[src/rtl/fns_pkg.sv]
// Shared types and elaboration helpers for the sequential FNS decoder.
// DPS_MSB_EN: when defined, fns_max_sum accounts for the doubled top-pair weight.
package fns_pkg;

  typedef enum logic [1:0] {
    StIdle,
    StAccum,
    StDone
  } fns_state_e;

  function automatic int unsigned fns_chunks(input int unsigned code_w, input int unsigned bpc);
    return (code_w + bpc - 1) / bpc;
  endfunction

  // Largest weighted sum a code_w-bit codeword can produce (all ones).
  function automatic longint unsigned fns_max_sum(input int unsigned code_w);
    longint unsigned lo;
    longint unsigned hi;
    longint unsigned nx;
    longint unsigned sum;
    lo  = 1;
    hi  = 2;
    sum = 0;
    for (int unsigned i = 0; i < code_w; i++) begin
      sum = sum + lo;
`ifdef DPS_MSB_EN
      if (i == code_w - 2) sum = sum + lo;
`endif
      nx = lo + hi;
      lo = hi;
      hi = nx;
    end
    return sum;
  endfunction

endpackage

[src/rtl/fns_chunk_acc.sv]
// Combinational FNS partial sum over one chunk of codeword bits; advances the weight pair per bit.
// DPS_MSB_EN: when defined, bit CODE_W-2 contributes twice its plain weight.
module fns_chunk_acc
  import fns_pkg::*;
#(
  parameter int unsigned CODE_W       = 37,
  parameter int unsigned BITS_PER_CYC = 4,
  parameter int unsigned DATA_W       = 27,
  parameter int unsigned IDX_W        = 6
) (
  input  logic [BITS_PER_CYC-1:0] i_bits,
  input  logic [DATA_W-1:0]       i_w_lo,
  input  logic [DATA_W-1:0]       i_w_hi,
  input  logic [IDX_W-1:0]        i_base_idx,
  output logic [DATA_W-1:0]       o_sum,
  output logic [DATA_W-1:0]       o_w_lo,
  output logic [DATA_W-1:0]       o_w_hi
);

  always_comb begin : p_acc
    logic [DATA_W-1:0] w_lo;
    logic [DATA_W-1:0] w_hi;
    logic [DATA_W-1:0] w_nx;
    logic [DATA_W-1:0] w_term;
    logic [IDX_W-1:0]  w_idx;
    o_sum  = '0;
    w_lo   = i_w_lo;
    w_hi   = i_w_hi;
    w_nx   = '0;
    w_term = '0;
    w_idx  = '0;
    for (int i = 0; i < int'(BITS_PER_CYC); i++) begin
      w_idx  = i_base_idx + IDX_W'(i);
      // Positions past the codeword in a partial last chunk contribute nothing.
      w_term = (i_bits[i] && (32'(w_idx) < CODE_W)) ? w_lo : '0;
`ifdef DPS_MSB_EN
      if (32'(w_idx) == CODE_W - 2) w_term = w_term << 1;
`endif
      o_sum = o_sum + w_term;
      w_nx  = w_lo + w_hi;
      w_lo  = w_hi;
      w_hi  = w_nx;
    end
    o_w_lo = w_lo;
    w_lo   = w_lo;
    o_w_hi = w_hi;
  end

endmodule

[src/rtl/fns_dec_seq.sv]
// Multi-cycle Fibonacci-numeral-system decoder: one codeword per handshake, BITS_PER_CYC bits
// per clock LSB first, weights generated on the fly.
module fns_dec_seq
  import fns_pkg::*;
#(
  parameter int unsigned CODE_W       = 37,
  parameter int unsigned BITS_PER_CYC = 4,
  parameter int unsigned DATA_W       = 27
) (
  input  logic              clk,
  input  logic              rst,
  input  logic              in_valid,
  output logic              in_ready,
  input  logic [CODE_W-1:0] codein,
  output logic              out_valid,
  input  logic              out_ready,
  output logic [DATA_W-1:0] dataout,
  output logic              busy
);

  localparam int unsigned CHUNKS = fns_chunks(CODE_W, BITS_PER_CYC);
  localparam int unsigned CNT_W  = (CHUNKS > 1) ? $clog2(CHUNKS) : 1;
  localparam int unsigned IDX_W  = $clog2(CHUNKS * BITS_PER_CYC + 1);

  if (CODE_W < 3) begin : g_bad_code_w
    $error("CODE_W must be at least 3");
  end
  if (BITS_PER_CYC < 1 || BITS_PER_CYC > CODE_W) begin : g_bad_bpc
    $error("BITS_PER_CYC must be in 1..CODE_W");
  end
  if ((fns_max_sum(CODE_W) >> DATA_W) != 64'd0) begin : g_bad_data_w
    $error("DATA_W too narrow for the maximum weighted sum");
  end

  fns_state_e r_state, w_state_d;

  logic [CODE_W-1:0] r_shift;
  logic [DATA_W-1:0] r_acc;
  logic [DATA_W-1:0] r_dout;
  logic [DATA_W-1:0] r_w_lo;
  logic [DATA_W-1:0] r_w_hi;
  logic [CNT_W-1:0]  r_chunk;

  logic [DATA_W-1:0] w_sum;
  logic [DATA_W-1:0] w_w_lo;
  logic [DATA_W-1:0] w_w_hi;
  logic [DATA_W-1:0] w_acc_nx;
  logic [IDX_W-1:0]  w_base;
  logic              w_last;

  assign w_base   = IDX_W'(r_chunk) * IDX_W'(BITS_PER_CYC);
  assign w_last   = (r_chunk == CNT_W'(CHUNKS - 1));
  assign w_acc_nx = r_acc + w_sum;
  assign dataout  = r_dout;

  fns_chunk_acc #(
    .CODE_W      (CODE_W),
    .BITS_PER_CYC(BITS_PER_CYC),
    .DATA_W      (DATA_W),
    .IDX_W       (IDX_W)
  ) u_chunk_acc (
    .i_bits    (r_shift[BITS_PER_CYC-1:0]),
    .i_w_lo    (r_w_lo),
    .i_w_hi    (r_w_hi),
    .i_base_idx(w_base),
    .o_sum     (w_sum),
    .o_w_lo    (w_w_lo),
    .o_w_hi    (w_w_hi)
  );

  always_ff @(posedge clk or posedge rst) begin
    if (rst) r_state <= StIdle;
    else     r_state <= w_state_d;
  end

  always_comb begin
    w_state_d = r_state;
    in_ready  = 1'b0;
    out_valid = 1'b0;
    busy      = 1'b0;
    unique case (r_state)
      StIdle: begin
        in_ready = 1'b1;
        if (in_valid) w_state_d = StAccum;
      end
      StAccum: begin
        busy = 1'b1;
        if (w_last) w_state_d = StDone;
      end
      StDone: begin
        busy      = 1'b1;
        out_valid = 1'b1;
        if (out_ready) w_state_d = StIdle;
      end
      default: w_state_d = StIdle;
    endcase
  end

  always_ff @(posedge clk or posedge rst) begin
    if (rst) begin
      r_shift <= '0;
      r_acc   <= '0;
      r_dout  <= '0;
      r_w_lo  <= '0;
      r_w_hi  <= '0;
      r_chunk <= '0;
    end else if (r_state == StIdle && in_valid) begin
      r_shift <= codein;
      r_acc   <= '0;
      r_w_lo  <= DATA_W'(1);
      r_w_hi  <= DATA_W'(2);
      r_chunk <= '0;
    end else if (r_state == StAccum) begin
      r_shift <= r_shift >> BITS_PER_CYC;
      r_acc   <= w_acc_nx;
      r_w_lo  <= w_w_lo;
      r_w_hi  <= w_w_hi;
      r_chunk <= r_chunk + CNT_W'(1);
      // Result register updates only when the last chunk lands, keeping dataout stable.
      if (w_last) r_dout <= w_acc_nx;
    end
  end

endmodule

[config.mk]
export PLATFORM = sky130hd
export DESIGN_NAME = fns_dec_seq
export DESIGN_NICKNAME = d
export VERILOG_FILES = /design/src/rtl/fns_pkg.sv /design/src/rtl/fns_chunk_acc.sv /design/src/rtl/fns_dec_seq.sv
export SDC_FILE = /design/constraint.sdc
export NUM_CORES = 1
export LEC_CHECK = 0
export ABC_AREA = 1
export CORE_ASPECT_RATIO = 0.5
export CORE_MARGIN = 2
export CORE_UTILIZATION = 30
export DETAILED_ROUTE_END_ITERATION = 12
export GPL_ROUTABILITY_DRIVEN = 0
export GPL_TIMING_DRIVEN = 1
export PLACE_DENSITY = 0.54
export SETUP_SLACK_MARGIN = 0.1
export SLEW_MARGIN = 40
export SYNTH_ARGS = -nofsm -noshare
export SYNTH_HDL_FRONTEND = slang
export SYNTH_SLANG_ARGS = --single-unit
[constraint.sdc]
create_clock -name clk -period 7.3 [get_ports clk]
set_input_delay 1.095 -clock clk [delete_from_list [all_inputs] [get_ports clk]]
set_output_delay 1.095 -clock clk [all_outputs]
set_load 0.01 [all_outputs]
## Word-level counts from Yosys, hierarchy flattened

Index checks and enable logic that the tools add are counted.

- Add/subtract/negate cells: 12
- Multipliers: 0
- Div/mod/pow operators: 0
- Order comparisons: 4
- Equality and inequality tests: 6
- Shift-type cells: 0
- Muxes and demuxes: 21
- Bitwise logic cells: 1
- Reduce and logical (&&, ||, !) cells: 10

Operators with widths:

| operator | number |
|---|---|
| $mux W27 | 10 |
| $add A27 B27 Y27 | 8 |
| $mux W37 | 2 |
| $lt A6 B6 Y1 const B | 4 |
| $add A6 B2 Y6 const B | 2 |
| $mux W4 | 2 |
| $add A6 B1 Y6 const B | 1 |
| $mux W2 | 3 |
| $ne A2 B2 Y1 const B | 3 |
| $pmux W2 S3 | 1 |
| $reduce_and A3 Y1 | 2 |
| $logic_and A1 B1 Y1 | 5 |
| $add A4 B1 Y4 const B | 1 |
| $eq A4 B4 Y1 const B | 1 |
| $mux W1 | 3 |
| $eq A2 B1 Y1 const B | 1 |
| $eq A2 B2 Y1 const B | 1 |
| $logic_not A2 Y1 | 1 |
| $reduce_bool A2 Y1 | 1 |
| $reduce_or A2 Y1 | 1 |
| $not A1 Y1 | 1 |

- Register bits after elaboration: 151
- Bits in latches: 0
- Memory bits (writable): 0
- ROM bits: 0
- Input port bits: 41
- Output and inout bits: 30
- Logic and storage cells: 61
- Memories: 0

## Logic depth before layout (Yosys ltp)

- Word-level depth: 10
- Gate-level depth with buffers: 41
- Gate-level depth less buffers: 41

## Modules after synthesis

Synthesis repeated with hierarchy kept, for this count alone.

- Cell total of the unflattened synthesis: 2362
- Area total of the unflattened synthesis: 16557.1 µm²

By module, submodules not included:

| module | instances | cells each | area each (µm²) | seq. area each (µm²) |
|---|---|---|---|---|
| fns_chunk_acc | 1 | 1419 | 8798.4 | 0.0 |
| fns_dec_seq | 1 | 943 | 7758.7 | 3778.6 |

## Worst setup path after synthesis

Ideal clock, no wire load.

- Path kind: flip-flop to flip-flop
- Start point: register r_w_hi[0]
- End point: register r_w_hi[25]
- Setup time: 0.130 ns
- Arrival time: 5.683 ns
- Data required time: 7.170 ns
- Path slack: 1.487 ns
- Stages on the path, launching flop included: 35
- Buffers on the path: 0
- Period minus slack after synthesis: 5.813 ns
- Cells stage by stage: dfrtp_1 ha_1 fa_1 nand2_1 inv_1 o21ai_0 nand2_1 xor2_1 ha_1 a21oi_1 o21ai_0 nand2_1 o211ai_1 a31oi_1 o21ai_2 nand2_1 nand2_1 xor2_1 ha_1 a21oi_1 o21ai_0 a21oi_1 nand2_1 a21boi_1 o21ai_2 nand2_1 nand3_1 and2_1 ha_1 a21o_1 a21o_1 a221oi_1 o211ai_1 o21ai_0 o21ai_0

- Word-level cells in the longest chain between the ends: 6

Ends and longest elaborated chain:

| element | RTL line | source |
|---|---|---|
| start, declared | fns_dec_seq.sv:41 | `logic [DATA_W-1:0] r_w_hi;` |
| start signal, assigned | fns_dec_seq.sv:117 | `r_w_hi <= w_w_hi;` |
| $add A27 B27 Y27 (3 in series) | fns_chunk_acc.sv:40 | `w_nx = w_lo + w_hi;` |
| $add A27 B27 Y27 (*) | fns_chunk_acc.sv:40 |  |
| $mux W27 (*) | fns_dec_seq.sv:113 | `end else if (r_state == StAccum) begin` |
| $mux W27 (*) | fns_dec_seq.sv:107 | `end else if (r_state == StIdle && in_valid) begin` |

Every way passes the cells marked *; elsewhere a longest branch is shown, timed or not. The select of a mux whose other input is x is not followed.
A chain may end at the register's enable or synchronous reset.

## Worst setup path in the final report

- Start point: register r_w_hi[4]
- End point: register r_w_hi[26]

Same word-level chain as after synthesis.

==> flow_metrics.env <==
export IMPL_ff_latch_area_um2=3780
export IMPL_clk_pin_slew_ns=0.07
export IMPL_ys_ff_latch=151
export IMPL_synth_top_cell_area_share_pct=25.4
export IMPL_area_growth_pct=17.2
export IMPL_gr_total_overflow=0
export IMPL_rsz0062_at_grt="true"
export IMPL_fin_nets=2322
export IMPL_yosys_warnings=0
export IMPL_tritoncts="yes"
export IMPL_grt_pass1_wl_um=80000
export IMPL_worst_pin_slew_ns=0.780
export IMPL_core_um2=48800
export IMPL_fin_worst_skew_ns=0.0193
export IMPL_synth_area_leaders="dfrtp_1 25%, ha_1 12%, fa_1 11%"
export IMPL_placementRows=57
export IMPL_cp_arrival_ns=7.25
export IMPL_cts_buffers=17
export IMPL_relSlewSlack_pct=47.4
export IMPL_path_class="reg -> reg"
export IMPL_clockBufferDepth=2
export IMPL_die_w_um=319
export IMPL_drt_antenna_violating_nets=0
export IMPL_ioPinCount=71
export IMPL_cpPeakStageDelay_ns=0.44
export IMPL_yosysSeqAreaShare_pct=25.4
export IMPL_design_area_um2=17500
export IMPL_hpwlAfterDp_um=41300
export IMPL_final_min_clock_period_ns=6.93
export IMPL_cp_common_cell="nand2_1"
export IMPL_slew_viol_final=0
export IMPL_finish_utilization_pct=35.8
export IMPL_grt_pass1_vias=13300
export IMPL_setup_viol=0
export IMPL_grt_antenna_before_repair=0
export IMPL_grt_max_degree=101
export IMPL_cts_sinks=151
export IMPL_cp_max_fo=6
export IMPL_hp_class="reg -> reg"
export IMPL_viasPerCell=5.11
export IMPL_drt_initial_drc_count=1161
export IMPL_syn_inst=1972
export IMPL_outcome="finished, final reports clean"
export IMPL_fin_cells=2724
export IMPL_cts_root_buf="clkbuf_16"
export IMPL_diodes=0
export IMPL_mappedNetlistArea_um2=14900
export IMPL_maxCapViolCount=0
export IMPL_clk_latency_ns=0.46
export IMPL_postCtsHoldBufs=0
export IMPL_crit_path_start_kind="register"
export IMPL_via_count=13900
export IMPL_drt_total_wl_um=52000
export IMPL_ys_flop_type="dfrtp_1"
export IMPL_slowest_stage="ha_1"
export IMPL_dp_cells=2685
export IMPL_max_clock_freq_mhz=144
export IMPL_grt_usage_pct=20.2
export IMPL_h_tree_depth=4
export IMPL_first_pass_iters=6
export IMPL_worst_hold_slack_ns=0.484
export IMPL_nFillCells=5155
export IMPL_dieArea_um2=51600
export IMPL_multi_input_area_um2=10200
export IMPL_port_buffers=70
export IMPL_path_buf_inv=1
export IMPL_initial_core_util_pct=30.6
export IMPL_syn_nets=2232
export IMPL_cp_top_family="simple AND/OR/NAND/NOR gates"
export IMPL_final_min_period_over_clock_period_pct=94.9
export IMPL_yosysTopAreaCell="dfrtp_1"
export IMPL_wl_per_cell_um=19.1
export IMPL_drive_gt1_share_pct=8.96
export IMPL_postSynthAreaPerCell_um2=7.56
export IMPL_async_reset_ff_share_pct=100
export IMPL_post_route_drc_count=0
export IMPL_hold_violations=0
export IMPL_critPathCaptureType="register"
export IMPL_critPathRequiredTime_ns=7.62
export IMPL_synth_cell_types=51
export IMPL_place_area_um2=16500
export IMPL_synth_edf_count=0
export IMPL_die_h_um=162
## worst register-to-register path, delay by kind of cell, from the launching register on
kind	cells	cell delay, ns
xor gates and xnor gates	3	0.63
and+or+nand+nor	20	2.45
DFF	1	0.42
buffers and inverters	1	0.20
adders and majority gates	4	1.49
AOI/OAI and AO/OA	9	1.58
## final cells by class
cell class	count	area share, %
multi-input cells	1498	58.3
clock inverters	15	0.817
clock buffers	17	2.44
flip-flops and latches	151	21.6
inverters	281	6.08
well taps	649	4.65
repair buffers	113	6.05
## sequential cells by signal, indices dropped and copies added, names as in the netlist
| signal | flops |
|---|---|
| r_shift | 37 |
| dataout | 27 |
| r_acc | 27 |
| r_w_hi | 27 |
| r_w_lo | 27 |
| r_chunk | 4 |
| r_state | 2 |
## per-stage QoR
step                setup WS [ns]  setup TNS, ns
global placement           -0.298         -0.940
CTS                         0.108              0
floorplan                    1.49              0
finish                      0.370              0
detailed placement         -0.196         -0.478
global route             -0.00790       -0.00790
## layout by cell type, fill, tap and decap left out, types with 26 or more instances in the layout
cell,Yosys,final
a21oi_1,127,117
buf_4,0,41
clkdlybuf4s50_1,0,70
dfrtp_1,151,151
fa_1,81,80
ha_1,138,131
inv_1,279,277
nand2_1,431,427
nand3_1,71,69
nor2_1,187,183
o21ai_0,146,143
xnor2_1,28,26
xor2_1,61,50
## cell families after synthesis
kind of cell | after synthesis | synth area share (%)
buffers and inverters | 323 | 8.39
AND/OR/NAND/NOR | 767 | 21.6
adder cells (fa/ha/maj) | 219 | 22.5
AO/OA/AOI/OAI | 422 | 16.8
XOR/XNOR | 90 | 5.34
flip-flops | 151 | 25.4
## path summary, 6_finish.rpt
check                                start    endpoint  slack (ns)  cells after the start
worst max-delay path             r_w_hi[4]  r_w_hi[26]        0.37                     37
worst min-delay path            dataout[5]  dataout[5]        0.48                      2
worst max register to register   r_w_hi[4]  r_w_hi[26]        0.37                     37
worst min register to register  dataout[5]  dataout[5]        0.48                      2
max in group asynchronous              rst   r_w_hi[9]        4.83                      4
min in group asynchronous              rst  dataout[5]        1.01                      2
## timing repair
action | 4_1_cts | 5_1_grt
endpoints found under the setup margin | 5 | 10
pin swaps | 0 | 4
buffers inserted | 0 | 6
gates resized for setup | 6 | 50
## synthesized netlist by cell type, types with 4 or more instances
library cell,instances
xnor2_1,28
nor4_1,7
nor2_1,187
fa_1,81
dfrtp_1,151
buf_6,5
inv_1,279
nand3b_1,5
and2_1,7
a21oi_1,127
a21boi_1,4
a31oi_1,13
nand4_1,15
o211ai_1,17
nand2_2,10
nand3_2,7
o31ai_1,5
o21ai_0,146
xor2_1,61
a32o_1,4
a21o_1,19
o21ai_2,11
a21oi_2,6
ha_1,138
nand2_1,431
o221ai_1,15
o21ai_1,9
o21bai_1,7
nor3_1,11
nand3_1,71
o22ai_1,14
a211oi_1,6
clkbuf_1,33
nor2_2,4
or2_2,6
## layer usage
layer | wire [um] | track usage (%) | share of wire (%) | up-vias
li1 | - | - | - | 6663
met4 | 554 | 3.80 | 1.1 | 0
met1 | 25800 | 30.7 | 50 | 6743
met2 | 21600 | 29.5 | 41 | 476
met5 | 0 | 0 | 0 | -
met3 | 4030 | 4.03 | 7.8 | 31
Power is not shown: default switching activity piles up to over one toggle a cycle in this logic, so the estimate is an artifact.
==> variant: new RTL, config.mk and constraints unchanged <==
`BITS_PER_CYC` is set to 4 in 2 places; all go to 2.
--- a/src/rtl/fns_chunk_acc.sv
+++ b/src/rtl/fns_chunk_acc.sv
@@ -4,7 +4,7 @@
   import fns_pkg::*;
 #(
   parameter int unsigned CODE_W       = 37,
-  parameter int unsigned BITS_PER_CYC = 4,
+  parameter int unsigned BITS_PER_CYC = 2,
   parameter int unsigned DATA_W       = 27,
   parameter int unsigned IDX_W        = 6
 ) (
--- a/src/rtl/fns_dec_seq.sv
+++ b/src/rtl/fns_dec_seq.sv
@@ -4,7 +4,7 @@
   import fns_pkg::*;
 #(
   parameter int unsigned CODE_W       = 37,
-  parameter int unsigned BITS_PER_CYC = 4,
+  parameter int unsigned BITS_PER_CYC = 2,
   parameter int unsigned DATA_W       = 27
 ) (
   input  logic              clk,
Function: same outputs for any inputs over 10 cycles, from zero or initial values and one cycle with rst high; that may be too few to reach the edited logic, so the function may still have changed.
==> variant against the original RTL <==
  * Fmax increased by 65%
  * Area after synthesis decreased by 22%
  * Setup slack improved by 2.7 ns
  * Sequential share of layout area increased by 6.4 points
  * Wire length decreased by 23%
  * Count of clock-buffer cells in the layout increased by 4
  * Final area decreased by 22%
  * Sequential cell count increased by 1
  * Die area decreased by 21%
  * Largest cell class unchanged
Power is left out: it rests on default switching activity, and per cell area and clock period it moved more than threefold.
==> variant: results (changes against the original RTL) <==
- Nets: 1820 (was 2322)
- Setup crit start kind: register (unchanged)
- DRT Pass-1 Iters: 5 (was 6)
- Top post-synthesis cells by count: nand2_1 (418), inv_1 (201), nor2_1 (155) (was nand2_1 (431), inv_1 (279), nor2_1 (187))
- Seq/Total Area, Yosys: 32.6% (was 25.4%)
- Area Overhead vs Synth: 16.1% (was 17.2%)
- Status: finished, final reports clean (unchanged)
- Post-Place Setup Slack: 3.14 ns (was -0.196 ns)
- Worst Path Max Fanout: 27 (was 6)
- Ranking of synthesized cells by area: dfrtp_1 (33%), nand2_1 (13%), ha_1 (8.8%) (was dfrtp_1 (25%), ha_1 (12%), fa_1 (11%))
- Syn Area/Cell: 7.25 um2 (was 7.56 um2)
- Placed wire-length estimate: 31.6 mm (was 41.3 mm)
- Drt initial violations: 923 (was 1161)
- Delay of the slowest critical-path stage: 0.55 ns (was 0.44 ns)
- Largest net degree at the start of global routing: 96 (was 101)
- Routed wire length: 40.0 mm (was 52.0 mm)
- Post-cts resize count: 0 (was 6)
- CP max-delay cell: fa_1 (was ha_1)
- Synth unique cells: 46 (was 51)
- Post-Place Cells: 2179 (was 2685)
- WL/cell: 18.1 um (was 19.1 um)
- First-pass GRT wire length: 62.4 mm (was 80.0 mm)
- Final Skew: 0.0116 ns (was 0.0193 ns)
- WP data arrival: 4.53 ns (was 7.25 ns)
- Worst Hold Launch: r_shift[18] (was dataout[5])
- Area after DPL: 0.0129 mm2 (was 0.0165 mm2)
- DR vias/cell: 5.04 (was 5.11)
- Reg2reg start: r_chunk[1] (was r_w_hi[4])
- Vias in the first global route: 10700 (was 13300)
- Share of cells above drive strength 1: 5.95% (was 8.96%)
-- variant: changes by cell type in the layout (fill, tap and decap cells not counted), moves of 17 or more --
cell | unedited run | this run
inv_1 | 277 | 200
buf_4 | 41 | 4
nor2_1 | 183 | 155
o21ai_0 | 143 | 113
xor2_1 | 50 | 22
nand3_1 | 69 | 94
a21oi_1 | 117 | 100
fa_1 | 80 | 29
ha_1 | 131 | 82
-- variant: path summary, 6_finish.rpt --
kind | slack (ns) | endpoint | cells past startpoint
worst max-delay path | 3.10 | r_acc[17] | 17
max in group asynchronous | 5.10 | r_acc[14] | 3
worst min-delay path | 0.48 | r_shift[16] | 2
worst min register to register | 0.48 | r_shift[16] | 2
min in group asynchronous | 1.18 | r_shift[6] | 2
worst max register to register | 3.10 | r_acc[17] | 17
-- variant: area by class of cell --
| cell class | count | area share [%] |
|---|---|---|
| Clock buffer | 21 | 3.32 |
| Inverter | 214 | 5.98 |
| Sequential cell | 152 | 28.1 |
| Multi-Input combinational cell | 1207 | 51.1 |
| Timing Repair Buffer | 76 | 5.56 |
| Clock inverter | 10 | 1.06 |
| Tap cell | 530 | 4.89 |
-- variant: kinds of logic after synthesis --
logic type      Yosys count  synth area share [%]
compound gates          322                  16.1
xor+xnor                 36                  2.96
fa+ha+maj               111                  13.8
buf+inv                 251                  8.14
flops                   152                  32.6
simple gates            738                  26.5
-- variant: tightest hold or removal path, stage by stage (launching register included) --
cell     delay, ns
dfrtp_1       0.34
nand2_1       0.05
nand3_1       0.05
-- variant: layer usage --
layer  vias to the layer above  GRT usage [%]  wire length (um)
met3                        34           4.08              2810
met5                         -              0                 0
li1                       5356              -                 -
met2                       352           29.2             16500
met4                         0           4.98               626
met1                      5404           29.8             20000
